### config.mk
export PLATFORM = sky130hd
export DESIGN_NAME = sfx_arbiter
export DESIGN_NICKNAME = d
export VERILOG_FILES = /design/src/rtl/sfx_arbiter.sv
export SDC_FILE = /design/constraint.sdc
export NUM_CORES = 1
export LEC_CHECK = 0
export ABC_AREA = 1
export BUFFER_PORTS_ARGS = -buffer_cell sky130_fd_sc_hd__clkbuf_2
export CORE_ASPECT_RATIO = 1.25
export CORE_UTILIZATION = 60
export CTS_CLUSTER_DIAMETER = 150
export DETAILED_ROUTE_END_ITERATION = 8
export HOLD_SLACK_MARGIN = 0.12
export PLACE_DENSITY_LB_ADDON = 0.12
export SYNTH_ARGS = -nofsm -noshare
export SYNTH_HDL_FRONTEND = slang
export SYNTH_SLANG_ARGS = --single-unit
### constraint.sdc
create_clock -name CLK -period 4.35 [get_ports CLK]
set_clock_uncertainty 0.15 [all_clocks]
set_input_delay 0.435 -clock CLK [delete_from_list [all_inputs] [get_ports CLK]]
set_output_delay 0.435 -clock CLK [all_outputs]
set_load 0.005 [all_outputs]
### src/rtl/sfx_arbiter.sv
// Sound-effect arbiter: queues four prioritised effect requests and plays each as a square-wave note sequence.
// Optional SFX_ENVELOPE_EN adds a linear decay envelope to the note amplitude.
module sfx_arbiter #(
  parameter int SAMPLE_DIV = 2500,
  parameter int DUR_UNIT   = 256,
  parameter int AMP        = 64
) (
  input  logic              CLK,
  input  logic              RESET,
  input  logic [3:0]        req,
  output logic [3:0]        ack,
  output logic              busy,
  output logic [1:0]        active_id,
  output logic signed [7:0] audio_sample
);

  typedef enum logic [1:0] {IDLE = 2'd0, LOAD = 2'd1, PLAY = 2'd2, NEXT = 2'd3} state_t;

  localparam logic [15:0]        DIV_LAST   = 16'(SAMPLE_DIV - 1);
  localparam logic [23:0]        DUR_UNIT_W = 24'(DUR_UNIT);
  localparam logic signed [7:0]  AMP_S      = 8'(AMP);

  // {half_period, dur} indexed by {effect, note}; half_period 0 ends the effect
  localparam logic [15:0] NOTE_ROM [16] = '{
    {8'd20, 8'd2}, {8'd15, 8'd2}, 16'd0,         16'd0,
    {8'd40, 8'd4}, 16'd0,         16'd0,         16'd0,
    {8'd10, 8'd1}, {8'd12, 8'd1}, {8'd14, 8'd1}, {8'd16, 8'd1},
    {8'd60, 8'd8}, {8'd80, 8'd8}, 16'd0,         16'd0
  };

`ifdef SFX_ENVELOPE_EN
  function automatic logic signed [7:0] env_amp(input logic [23:0] ticks);
    logic [23:0] dec;
    dec = ticks >> 2;
    if (dec >= 24'(AMP)) return 8'sd0;
    else                 return AMP_S - $signed(dec[7:0]);
  endfunction
`endif

  state_t             state, state_nxt;
  logic [3:0]         pend;
  logic [1:0]         sel_id;
  logic [3:0]         sel_oh;
  logic [3:0]         higher_mask;
  logic               preempt;
  logic [15:0]        div_cnt;
  logic               tick;
  logic [1:0]         note_idx;
  logic [1:0]         idx_inc;
  logic [7:0]         phase;
  logic               pol;
  logic [23:0]        dur_cnt;
  logic [23:0]        dur_total;
  logic [7:0]         load_hp, cur_hp, cur_dur, next_hp;
  logic               note_done;
  logic               phase_wrap;
  logic signed [7:0]  amp_cur;

  assign tick       = (div_cnt == DIV_LAST);
  assign idx_inc    = note_idx + 2'd1;
  assign load_hp    = NOTE_ROM[{sel_id, 2'd0}][15:8];
  assign cur_hp     = NOTE_ROM[{active_id, note_idx}][15:8];
  assign cur_dur    = NOTE_ROM[{active_id, note_idx}][7:0];
  assign next_hp    = NOTE_ROM[{active_id, idx_inc}][15:8];
  assign dur_total  = {16'd0, cur_dur} * DUR_UNIT_W;
  assign note_done  = tick && (dur_cnt == dur_total - 24'd1);
  assign phase_wrap = (phase == cur_hp - 8'd1);
  assign preempt    = |(pend & higher_mask);

`ifdef SFX_ENVELOPE_EN
  assign amp_cur = env_amp(dur_cnt);
`else
  assign amp_cur = AMP_S;
`endif

  always_comb begin
    sel_id = 2'd0;
    sel_oh = 4'b0000;
    if (pend[3])      begin sel_id = 2'd3; sel_oh = 4'b1000; end
    else if (pend[2]) begin sel_id = 2'd2; sel_oh = 4'b0100; end
    else if (pend[1]) begin sel_id = 2'd1; sel_oh = 4'b0010; end
    else if (pend[0]) begin sel_id = 2'd0; sel_oh = 4'b0001; end
  end

  always_comb begin
    case (active_id)
      2'd0:    higher_mask = 4'b1110;
      2'd1:    higher_mask = 4'b1100;
      2'd2:    higher_mask = 4'b1000;
      default: higher_mask = 4'b0000;
    endcase
  end

  always_ff @(posedge CLK or posedge RESET) begin
    if (RESET) state <= IDLE;
    else       state <= state_nxt;
  end

  always_comb begin
    state_nxt = state;
    case (state)
      IDLE: if (pend != 4'b0000) state_nxt = LOAD;
      LOAD: state_nxt = (load_hp != 8'd0) ? PLAY : IDLE;
      PLAY: begin
        if (preempt)        state_nxt = LOAD;
        else if (note_done) state_nxt = NEXT;
      end
      NEXT: begin
        if (preempt)                                state_nxt = LOAD;
        else if (note_idx == 2'd3 || next_hp == 8'd0) state_nxt = IDLE;
        else                                        state_nxt = PLAY;
      end
      default: state_nxt = IDLE;
    endcase
  end

  always_comb begin
    ack  = (state == LOAD) ? sel_oh : 4'b0000;
    busy = (state != IDLE);
  end

  // Divider runs freely; note counters restart on every PLAY entry
  always_ff @(posedge CLK or posedge RESET) begin
    if (RESET) begin
      div_cnt      <= '0;
      pend         <= '0;
      active_id    <= '0;
      note_idx     <= '0;
      phase        <= '0;
      pol          <= 1'b0;
      dur_cnt      <= '0;
      audio_sample <= '0;
    end else begin
      div_cnt <= tick ? 16'd0 : div_cnt + 16'd1;
      pend    <= (pend | req) & ~ack;
      case (state)
        LOAD: begin
          active_id <= sel_id;
          note_idx  <= 2'd0;
          phase     <= 8'd0;
          dur_cnt   <= 24'd0;
          pol       <= 1'b1;
        end
        PLAY: if (tick) begin
          phase   <= phase_wrap ? 8'd0 : phase + 8'd1;
          pol     <= phase_wrap ? ~pol : pol;
          dur_cnt <= dur_cnt + 24'd1;
        end
        NEXT: begin
          note_idx <= idx_inc;
          phase    <= 8'd0;
          dur_cnt  <= 24'd0;
          pol      <= 1'b1;
        end
        default: ;
      endcase
      if (state == PLAY) audio_sample <= pol ? amp_cur : -amp_cur;
      else               audio_sample <= 8'sd0;
    end
  end

endmodule

-- Word-level counts from Yosys, hierarchy flattened
Memory sizes are Yosys's and may differ from the RTL's.
Index checks and enable logic that the tools add are counted.
- memories: 3
- bits in registers: 67
- word-level logic and storage cells: 91
- RAM bits: 0
- bits in latches: 0
- bits in read-only memories: 768
- bits of input ports: 6
- output and inout port bits: 15
- divide/modulo/power cells: 0
- mux-type cells: 34
- bitwise gates (word level): 8
- add/sub/neg operators: 6
- equal/unequal tests: 13
- shift-type cells: 0
- $lt $le $gt $ge: 3
- reduce and logical (&&, ||, !) cells: 15
- multiply operators: 0
- memories (name ; depth ; bits a word ; rd ports ; clocked after memory_dff ; wr ports ; RTL line ; RTL):
    (name not given) ; 16 ; 16 ; 1 ; 0 ; 0 ; 64 ; assign next_hp = NOTE_ROM[{active_id, idx_inc}][15:8];
    (name not given) ; 16 ; 16 ; 1 ; 0 ; 0 ; 63 ; assign cur_dur = NOTE_ROM[{active_id, note_idx}][7:0];
    (name not given) ; 16 ; 16 ; 1 ; 0 ; 0 ; 61 ; assign load_hp = NOTE_ROM[{sel_id, 2'd0}][15:8];
- operators with widths (operator ; number):
    2-to-1 mux 16 bit ; 7
    one-hot mux 24 bit (2 select lines) ; 1
    2-to-1 mux 8 bit ; 4
    adder 24 x 1 -> 24 bit (second input constant) ; 1
    equality test 24 bit ; 1
    2-to-1 mux 24 bit ; 1
    2-to-1 mux 2 bit ; 9
    subtractor 16 x 1 -> 17 bit (second input constant) ; 1
    adder 16 x 1 -> 16 bit (second input constant) ; 1
    equality test 16 x 12 -> 1 bit (second input constant) ; 1
    one-hot mux 8 bit (2 select lines) ; 1
    >= comparator 5 bit (second input constant) ; 3
    NOT 4 -> 5 bit ; 3
    one-hot mux 4 bit (3 select lines) ; 1
    adder 8 x 1 -> 8 bit (second input constant) ; 1
    AND 4 bit ; 2
    equality test 2 bit (second input constant) ; 4
    equality test 8 bit ; 1
    logical NOT 8 bit ; 1
    2-to-1 mux 4 bit ; 2
    one-hot mux 2 bit (4 select lines) ; 1
    nonzero test 8 bit ; 1
    subtractor 8 x 1 -> 8 bit (second input constant) ; 1
    inequality test 2 bit (second input constant) ; 3
    other kinds (19) ; 27

-- Longest topological paths before layout
Gate-level depths: netlist of run 1.
- depth in word-level cells: 10
- gate-level depth with buffers: 16
- depth with buffers taken out: 16

-- Worst setup path before layout of run 1
Ideal clock, no wire load.
- path type: register -> register
- from: register note_idx[1]
- to: register phase[0]
- arrival time: 1.988 ns
- required time: 4.078 ns
- period minus slack after synthesis: 2.260 ns
- slack: 2.090 ns
- buffers on the path: 0
- stages on the path, launching flop included: 15
- library setup time: 0.122 ns
- cell sequence: dfrtp_1 inv_2 ha_1 nand2_2 nand2_1 nand2_1 ha_1 xor2_1 nand3_1 nor2_1 nand2_1 nor2_4 nand2_4 nand3_1 o21ai_1
- word-level cells in the longest chain between the ends: 9
- ends and longest elaborated chain (element ; RTL line ; RTL):
    start: declaration ; 48 ; logic [1:0] note_idx;
    start signal: assignment ; 150 ; note_idx <= idx_inc;
    NOT 4 -> 5 bit (implied by the code) ; 62 ; assign cur_hp = NOTE_ROM[{active_id, note_idx}][15:8];
    memory read (16 x 16 bit) ; n/a ;
    2-to-1 mux 16 bit (2 in series) ; n/a ;
    subtractor 8 x 1 -> 8 bit ; 67 ; assign phase_wrap = (phase == cur_hp - 8'd1);
    equality test 8 bit ; 67 ;
    2-to-1 mux 8 bit ; 145 ; phase <= phase_wrap ? 8'd0 : phase + 8'd1;
    2-to-1 mux 8 bit ; 144 ; PLAY: if (tick) begin
    one-hot mux 8 bit (2 select lines) ; 136 ; case (state)
    end signal: assignment ; 145 ;
    end: declaration ; 50 ; logic [7:0] phase;
No other way between the ends. The select of a mux whose other input is x is not followed.
A chain may end at the register's enable or synchronous reset.

-- Worst setup path after layout of run 1
Ends and elaborated chain as after synthesis.

==> summary.md, run 1 <==
| Metric | Value |
|---|---|
| Worst VDD drop | 0.2743 mV |
| DR WL/cell | 13.60 µm |
| CTS tree | done |
| Synth area leader | dfrtp_1 |
| DR vias/cell | 5.521 |
| Vias in the first global route | 3421 |
| WL final | 8.621 mm |
| Final ANT Viol Nets | 0 |
| Vias | 3500 |
| Slew margin rel. | 0.4422 |
| Critical path class | flip-flop to flip-flop |
| Post-synth EDFFs | 0 |
| Detail Placement HPWL | 6.493 mm |
| Yosys reg bits | 61 |
| Max Transition Viols Final | 0 |
| Worst-Margin Slew | 0.8356 ns |
| NumNets Final | 561 |
| CTS resizes | 0 |
| Most frequent cells after synthesis | nand2_1, inv_1, dfrtp_1 |
| Crit path top cell by count | nand2_1 |
| Clk sink count | 61 |
| CP endpoint kind | flip-flop |
| Area grow syn2layout | 8.405% |
| Cell area after synthesis | 3930 µm² |
| Met3 routed WL | 288 µm |
| Initial core utilization | 0.6292 |
| Final hold vios | 0 |
| Largest net degree at the start of global routing | 42 |
| Die W | 74.39 µm |
| Fin util | 0.6821 |
| Synth cell types | 41 |
| Row count | 32 |
| Status | completed |
| Core area | 6246 µm² |
| Fmax | 382.2 MHz |
| Max-cap violations | 0 |
| CP max FO | 9 |
| DRC | 0 |
| Clk slew on worst S/H paths | 0.07 ns |
| CP Data Required Time | 4.42 ns |
| Clk_lat worst skew | 0.35 ns |
| DR pass1 iterations | 4 |
| Post-Synthesis Cells | 526 |
| First-pass GRT wire length | 15.01 mm |
| Critical-path top delay cell | dfrtp_1 |
| Highest layer used for signal routing | met4 |
| Gr usage total | 0.2819 |
| CTS Hold Bufs | 0 |
| I/O Buffers | 14 |
| Largest cells by area after synthesis | dfrtp_1, nand2_1, inv_1, nand3_1, nor2_1 |
| Crit path time final | 2.617 ns |
| Ant diodes | 0 |
| Final period utilization | 0.6015 |
| Seq/Total Area, Yosys | 0.3884 |
| Die area | 6880 µm² |
| Hold Path Class | input pin to asynchronous set/reset pin |
| Initial antenna violation count | 0 |
| TritonCTS Buffers | 9 |
| Metal2 WL | 4.470 mm |
| FF/Latch Area | 1526 µm² |
| DRT iter0 DRCs | 137 |
| Leak | 2.022 nW |
| CTS root buffer | clkbuf_8 |
| Max Buffers Root-to-Sink | 2 |
| Layout fillers | 564 |
| Ys async rst share | 1.000 |
| Setup Buffers After CTS | 0 |
| Yosys Warn Count | 0 |
| Critical Path Source Type | flip-flop |
| RSZ-0062 raised after global routing | no |
| GP Congestion | 0.8699 |
| H-tree Lvls | 3 |
| Die height | 92.49 µm |
| Total congestion overflow | 0 |
| Mapped Avg Cell Area | 7.472 µm² |
| Multi-input gate area | 2024 µm² |
| Top-area cell type share of the netlist area | 0.3884 |
| Crit-path cells | inv_2, ha_1, nand2_2, nand2_1, nand2_1, ha_1, xor2_1, nand3_1, nor2_1, nand2_1, nor2_4, nand2_4, nand3_1, o21ai_1 |
| # setup viols final | 0 |
| Setup TNS | 0 ns |
| Primary FF master, synth | dfrtp_1 |
| Max incr delay on CP | 0.46 ns |
| IO Count | 21 |
| Pwr/cell area | 456.1 nW/µm² |
| Share of cells above drive strength 1 | 0.1220 |
| Crit path arrival time | 2.69 ns |
| Met1 Wirelength | 3.715 mm |
| Count leader, synth | nand2_1 |
state kept, by name, indices dropped and copies added (netlist names):
register      cells
dur_cnt          24
div_cnt          16
phase             8
pend              4
active_id         2
audio_sample      2
note_idx          2
state             2
pol               1
cells by family (layout without fill, tap and decap cells):
logic type | Yosys count | after routing | synth area share
AOI/OAI and AO/OA | 64 | 64 | 0.09265
DFF | 61 | 61 | 0.3884
muxes | 1 | 1 | 0.002547
buffers and inverters | 95 | 113 | 0.1012
xor gates and xnor gates | 21 | 21 | 0.04680
adders and majority gates | 11 | 11 | 0.03502
and+or+nand+nor | 272 | 272 | 0.3324
other | 1 | 6 | 0.0009542
layer usage:
| layer | global-route usage | vias up |
|---|---|---|
| li1 | - | 1743 |
| met1 | 0.3277 | 1680 |
| met2 | 0.4902 | 62 |
| met3 | 0.06964 | 15 |
| met4 | 0.1022 | 0 |
| met5 | 0 | - |
final timing paths:
check | startpoint | end | depth (start not counted) | slack [ns]
setup / recovery | note_idx[1]$_DFFE_PP0N_ | phase[0]$_DFFE_PP0P_ | 14 | 1.73
hold / removal | RESET | div_cnt[13]$_DFF_PP0_ | 2 | 0.08
setup reg to reg | note_idx[1]$_DFFE_PP0N_ | phase[0]$_DFFE_PP0P_ | 14 | 1.73
hold reg to reg | div_cnt[0]$_DFF_PP0_ | div_cnt[0]$_DFF_PP0_ | 1 | 0.31
max in group asynchronous | RESET | dur_cnt[5]$_DFFE_PP0P_ | 3 | 3.14
min in group CLK | req[2] | pend[2]$_DFF_PP0_ | 3 | 0.16
cell type report:
class / instances / share of cell area
well taps: 85 / 0.02496
inverters: 81 / 0.07195
clock inverters: 3 / 0.009985
repair buffers: 16 / 0.01997
multi-input cells: 375 / 0.4752
clock buffers: 13 / 0.03965
flip-flops and latches: 61 / 0.3583
power breakdown:
group          internal (mW)  switching (mW)
registers              0.603          0.0670
clock network          0.311           0.224
logic                  0.236           0.502
total                   1.15           0.792
critical path, delay by kind of cell, from the launching register on:
| kind | cells | cell delay (ns) |
|---|---|---|
| simple gates | 9 | 0.93 |
| compound gates | 1 | 0.07 |
| flops | 1 | 0.46 |
| xor+xnor | 1 | 0.17 |
| fa+ha+maj | 2 | 0.56 |
| buf+inv | 1 | 0.16 |
metrics by stage:
| step | total power, mW | hold WS, ns | instance area, µm² | worst slack, ns | cells |
|---|---|---|---|---|---|
| after floorplan | 1.265 | 0.2724 | 3949 | 2.090 | 531 |
| after global placement | 1.400 | 0.3080 | 4049 | 1.903 | 618 |
| after detailed placement | 1.416 | 0.3049 | 4049 | 1.783 | 618 |
| after CTS | 1.952 | 0.1257 | 4260 | 1.748 | 634 |
| after global routing | 2.093 | 0.1569 | 4260 | 1.466 | 634 |
| final | 1.943 | 0.08496 | 4260 | 1.733 | 634 |
layout by cell type (no fill, tap or decap), types with 4 or more instances in the layout:
| master | instances |
|---|---|
| a211oi_1 | 4 |
| nor3_1 | 22 |
| nand3_1 | 51 |
| nor3_2 | 6 |
| nor4_1 | 6 |
| o21ai_1 | 8 |
| nor2_2 | 5 |
| nor2_1 | 58 |
| conb_1 | 6 |
| o22ai_1 | 4 |
| xor2_1 | 19 |
| dfrtp_1 | 61 |
| nand2_2 | 7 |
| o21ai_0 | 14 |
| a21oi_1 | 23 |
| nand2_1 | 92 |
| ha_1 | 11 |
| clkbuf_2 | 14 |
| inv_1 | 74 |
| clkbuf_8 | 12 |
| nand4_1 | 11 |
| inv_2 | 6 |
Note: power is estimated with default switching activity, not from simulation.
==> run 2, diff against run 1 <==
Clock period 4.35 ns to 2.5 ns, I/O delays scaled along.
==> summary.md, run 2 (synthesis results as in run 1) <==
| Metric | Value |
|---|---|
| Crit-path leading delay family | simple AND/OR/NAND/NOR gates |
| Multi-input gate area | 2068 µm² |
| Max Transition Viols Final | 0 |
| Met3 routed WL | 352 µm |
| Largest regs | dur_cnt x24, div_cnt x16, phase x8 |
| DR WL/cell | 14.22 µm |
| Slew margin rel. | 0.4830 |
| H-tree Lvls | 3 |
| Crit path arrival time | 2.45 ns |
| CP max FO | 8 |
| WL final | 9.214 mm |
| IO Count | 21 |
| Final ANT Viol Nets | 0 |
| Metal2 WL | 4.817 mm |
| Core area | 6246 µm² |
| Largest net degree at the start of global routing | 62 |
| Worst-Margin Slew | 0.7755 ns |
| Highest layer used for signal routing | met4 |
| CTS root buffer | clkbuf_8 |
| Crit path time final | 2.361 ns |
| Worst VDD drop | 0.5637 mV |
| DRT iter0 DRCs | 205 |
| DR vias/cell | 5.593 |
| Die height | 92.49 µm |
| Most frequent cells in the layout | nand2_1, inv_1, nor2_1, dfrtp_1, nand3_1 |
| Leak | 2.097 nW |
| Critical Path Source Type | flip-flop |
| Setup TNS | 0 ns |
| Vias | 3624 |
| Ant diodes | 0 |
| Row count | 32 |
| Area grow syn2layout | 13.08% |
| DR pass1 iterations | 5 |
| Clk slew on worst S/H paths | 0.07 ns |
| First-pass GRT wire length | 15.81 mm |
| Max reg flops | 24 |
| Max-cap violations | 0 |
| Fmax | 423.5 MHz |
| DRC | 0 |
| FF/Latch Area | 1530 µm² |
| Detail Placement HPWL | 6.460 mm |
| Die area | 6880 µm² |
| CTS tree | done |
| Share of cells above drive strength 1 | 0.1510 |
| WP buf/inv | 1 |
| Pwr/cell area | 826.4 nW/µm² |
| Total power | 3.673 mW |
| Clk_lat worst skew | 0.35 ns |
| Layout fillers | 527 |
| GP Congestion | 0.8564 |
| Initial core utilization | 0.6292 |
| CP endpoint kind | flip-flop |
| Gr usage total | 0.2990 |
| Status | completed |
| Initial antenna violation count | 0 |
| Critical path class | flip-flop to flip-flop |
| Max Buffers Root-to-Sink | 2 |
| Max incr delay on CP | 0.39 ns |
| I/O Buffers | 14 |
| Final period utilization | 0.9445 |
| Dpl cells | 625 |
| Crit-path cells | inv_2, ha_4, nand2_2, nand2_1, nand2_1, ha_2, xor2_1, nand3_1, nor2_1, nand2_1, nor2_4, nand2_4, nand3_1, o21ai_1 |
| Die W | 74.39 µm |
| CP Data Required Time | 2.59 ns |
| TritonCTS Buffers | 9 |
| Biggest register | dur_cnt |
| Critical-path top delay cell | dfrtp_1 |
| # setup viols final | 0 |
| Hold Path Class | flip-flop to flip-flop |
| Met1 Wirelength | 3.748 mm |
| NumNets Final | 575 |
| Non-filler cells, final | 648 |
| Clk sink count | 61 |
| Commonest non-fill, non-tap cell in the layout | nand2_1 |
| Crit path top cell by count | nand2_1 |
| Final hold vios | 0 |
| Vias in the first global route | 3701 |
| Total congestion overflow | 0 |
-- run 2: changes by cell type in the layout (fill, tap and decap cells not counted), moves of 2 or more --
cell,before,now
ha_1,11,8
dfrtp_1,61,58
buf_4,2,11
clkbuf_8,12,14
ha_4,0,2
dfrtp_2,0,3
dlygate4sd3_1,0,5
-- run 2: through the flow --
stage | hold slack, ns | setup slack [ns] | util | instance area, µm²
floorplan | 0.2373 | 0.2396 | - | 3949
global placement | 0.2989 | 0.1333 | 0.6567 | 4101
detailed placement | 0.3039 | 0.03307 | 0.6567 | 4101
CTS | 0.3157 | 0.009328 | 0.7015 | 4382
global route | 0.3482 | -0.01314 | 0.7115 | 4444
finish | 0.3187 | 0.1387 | 0.7115 | 4444
-- run 2: area by class of cell --
cell class                 instances  share of cell area
clock inverter                     2            0.008446
multi-input combinational        375              0.4654
sequential                        61              0.3443
clock buffer                      14             0.04336
timing repair buffer              30             0.04561
inverter                          81             0.06898
tap                               85             0.02393
-- run 2: metal layers --
metal  GRT usage  vias to the layer above
met5           0                        -
met4      0.1682                        0
met3     0.05441                       28
met2      0.5150                       96
met1      0.3380                     1731
li1            -                     1769
-- run 2: what timing repair did --
| item | CTS | global route |
|---|---|---|
| gates resized for setup | 0 | 12 |
| hold endpoints to repair | 65 | 0 |
| endpoints found under the setup margin | 0 | 10 |
| setup buffers | 0 | 2 |
| hold buffers | 5 | 0 |
-- run 2: power breakdown --
part | internal [mW] | switching (mW) | total, mW
combinational | 0.526 | 0.989 | 1.52
sequential | 1.05 | 0.0987 | 1.15
clock | 0.597 | 0.407 | 1.00
-- run 2: worst paths after layout --
path	endpoint	start	depth (start not counted)	slack [ns]
min	div_cnt[0]$_DFF_PP0_	div_cnt[0]$_DFF_PP0_	1	0.32
max reg2reg	phase[3]$_DFFE_PP0P_	note_idx[1]$_DFFE_PP0N_	14	0.14
min in group asynchronous	pend[3]$_DFF_PP0_	RESET	4	0.52
max in group asynchronous	note_idx[0]$_DFFE_PP0N_	RESET	4	1.13
min reg2reg	div_cnt[0]$_DFF_PP0_	div_cnt[0]$_DFF_PP0_	1	0.32
max	phase[3]$_DFFE_PP0P_	note_idx[1]$_DFFE_PP0N_	14	0.14
-- run 2: worst register-to-register path: stages (launching register included) --
cell and delay (ns):
dfrtp_1 0.39, inv_2 0.15, ha_4 0.18, nand2_2 0.07, nand2_1 0.06, nand2_1 0.08
ha_2 0.34, xor2_1 0.14, nand3_1 0.09, nor2_1 0.10, nand2_1 0.10, nor2_4 0.14
nand2_4 0.10, nand3_1 0.09, o21ai_1 0.07
==> run 3, diff against run 2 <==
Settings changed: CELL_PAD_IN_SITES_DETAIL_PLACEMENT set to 0, CELL_PAD_IN_SITES_GLOBAL_PLACEMENT set to 1, CORE_UTILIZATION 60 to 46.
==> summary.md, run 3 (synthesis results as in run 1) <==
| Metric | Value |
|---|---|
| Hold path depth | 1 |
| Grt met1 use | 0.2660 |
| Fmax | 438.1 MHz |
| Worst r2r dst | phase[2]$_DFFE_PP0P_ |
| Final ANT Viol Nets | 0 |
| Layout fillers | 779 |
| TritonCTS Buffers | 9 |
| Die area | 8919 µm² |
| CP endpoint kind | flip-flop |
| Gr usage total | 0.2228 |
| Worst-Margin Slew | 0.7948 ns |
| Reg2Reg Setup Slack | 0.22 ns |
| IO Count | 21 |
| Pwr/cell area | 829.4 nW/µm² |
| Share of cells above drive strength 1 | 0.1570 |
| DRC | 0 |
| Hold WS | 0.3192 ns |
| Total congestion overflow | 0 |
| CP max FO | 8 |
| Status | completed |
| Final hold vios | 0 |
| Most used routing layer | met2 |
| Clk_lat worst skew | 0.34 ns |
| Final period utilization | 0.9130 |
| Reg2Reg Depth | 17 |
| Crit path time final | 2.282 ns |
| # setup viols final | 0 |
| Max-cap violations | 0 |
| Core area | 8240 µm² |
| GRT met3 Usage | 0.03132 |
| Die height | 105.3 µm |
| Ant diodes | 0 |
| Max Buffers Root-to-Sink | 2 |
| DR WL/cell | 13.47 µm |
| Clk slew on worst S/H paths | 0.08 ns |
| Vias in the first global route | 3471 |
| Max reg flops | 24 |
| Vias | 3440 |
| Critical Path Source Type | flip-flop |
| Die W | 84.67 µm |
| Hold path endpoint | div_cnt[0]$_DFF_PP0_ |
| Largest net degree at the start of global routing | 62 |
| CTS tree | done |
| Worst VDD drop | 0.5797 mV |
| First-pass GRT wire length | 15.74 mm |
| Row count | 37 |
| H-tree Lvls | 3 |
| Met2 global-route usage | 0.4036 |
| Biggest register | dur_cnt |
| NumNets Final | 579 |
| Most frequent cells in the layout | nand2_1, inv_1, nor2_1, dfrtp_1, nand3_1 |
| CTS root buffer | clkbuf_8 |
| Hold Path Class | flip-flop to flip-flop |
| Initial core utilization | 0.4769 |
| Commonest non-fill, non-tap cell in the layout | nand2_1 |
| DR vias/cell | 5.181 |
| DR pass1 iterations | 4 |
| Critical path class | flip-flop to flip-flop |
| DRT iter0 DRCs | 147 |
| Detail Placement HPWL | 6.639 mm |
| Clk sink count | 61 |
| CP Data Required Time | 2.57 ns |
| Leak | 2.122 nW |
| Largest regs | dur_cnt x24, div_cnt x16, phase x8 |
| Crit path arrival time | 2.35 ns |
| RSZ-0062 raised after global routing | yes |
| WL final | 8.947 mm |
| Max Transition Viols Final | 0 |
| I/O Buffers | 14 |
| Initial antenna violation count | 0 |
| GP Congestion | 0.8293 |
| Hold Crit Start | div_cnt[0]$_DFF_PP0_ |
| Area grow syn2layout | 14.36% |
| Slew margin rel. | 0.4701 |
| Critical R2R Launch | note_idx[0]$_DFFE_PP0N_ |
| Setup TNS | 0 ns |
## run 3: critical path, cell delays in order, from the launching register on
cell and delay (ns):
dfrtp_2 0.45, buf_4 0.15, buf_4 0.13, ha_1 0.21
inv_1 0.05, nand2_1 0.05, nand3_2 0.08, nand2_2 0.07
nand2_2 0.11, inv_2 0.05, nand2_1 0.07, nand2_1 0.05
nand2_1 0.05, nand2_1 0.07, nor2_4 0.18, nand2_4 0.10
nand3_1 0.07, o21ai_1 0.06
## run 3: cell type report
cell class | count | area (µm²) | share of cell area
well taps | 97 | 121.4 | 0.02700
clock buffers | 10 | 137.6 | 0.03062
inverters | 81 | 309.0 | 0.06876
flip-flops and latches | 61 | 1530 | 0.3405
multi-input cells | 375 | 2053 | 0.4568
clock inverters | 6 | 110.1 | 0.02450
repair buffers | 34 | 232.7 | 0.05178
## run 3: power breakdown
| part | internal, mW | leakage [nW] | total (mW) | switching (mW) |
|---|---|---|---|---|
| clock network | 0.687 | 0.119 | 1.10 | 0.411 |
| logic | 0.524 | 1.21 | 1.47 | 0.946 |
| registers | 1.05 | 0.796 | 1.16 | 0.105 |
## run 3: worst max-delay path by stage
stage / endpoint / slack, ns / cells after the start / from
2_1_floorplan: phase[0]$_DFFE_PP0P_ / 0.24 / 14 / note_idx[1]$_DFFE_PP0N_
3_3_place_gp: state[0]$_DFFE_PP0P_ / 0.10 / 15 / note_idx[0]$_DFFE_PP0N_
3_5_place_dp: state[0]$_DFFE_PP0P_ / 0.04 / 15 / note_idx[0]$_DFFE_PP0N_
4_1_cts: state[0]$_DFFE_PP0P_ / 0.02 / 15 / note_idx[0]$_DFFE_PP0N_
5_1_grt: phase[2]$_DFFE_PP0P_ / -0.01 / 14 / note_idx[1]$_DFFE_PP0N_
6_report: phase[2]$_DFFE_PP0P_ / 0.22 / 17 / note_idx[0]$_DFFE_PP0N_
## run 3: metrics by stage
stage,cells,instance area (µm²),utilization,worst slack (ns),power (mW)
2_1_floorplan,531,3949,-,0.2396,2.202
3_3_place_gp,640,4139,0.5023,0.1023,2.528
3_5_place_dp,640,4139,0.5023,0.03636,2.548
4_1_cts,661,4437,0.5384,0.02235,3.672
5_1_grt,664,4494,0.5454,-0.01337,4.024
6_report,664,4494,0.5454,0.2175,3.727
## run 3: layer usage
metal  routed length [µm]  share of wire
met4                  112          0.013
met3                  177          0.020
met2                 4665           0.52
met1                 3991           0.45
met5                    0              0
## run 3: repair_timing
item	in CTS	in global routing
hold buffers	5	0
endpoints found under the hold margin	65	0
resized for setup	0	12
setup endpoints to repair	0	10
setup buffers	0	3
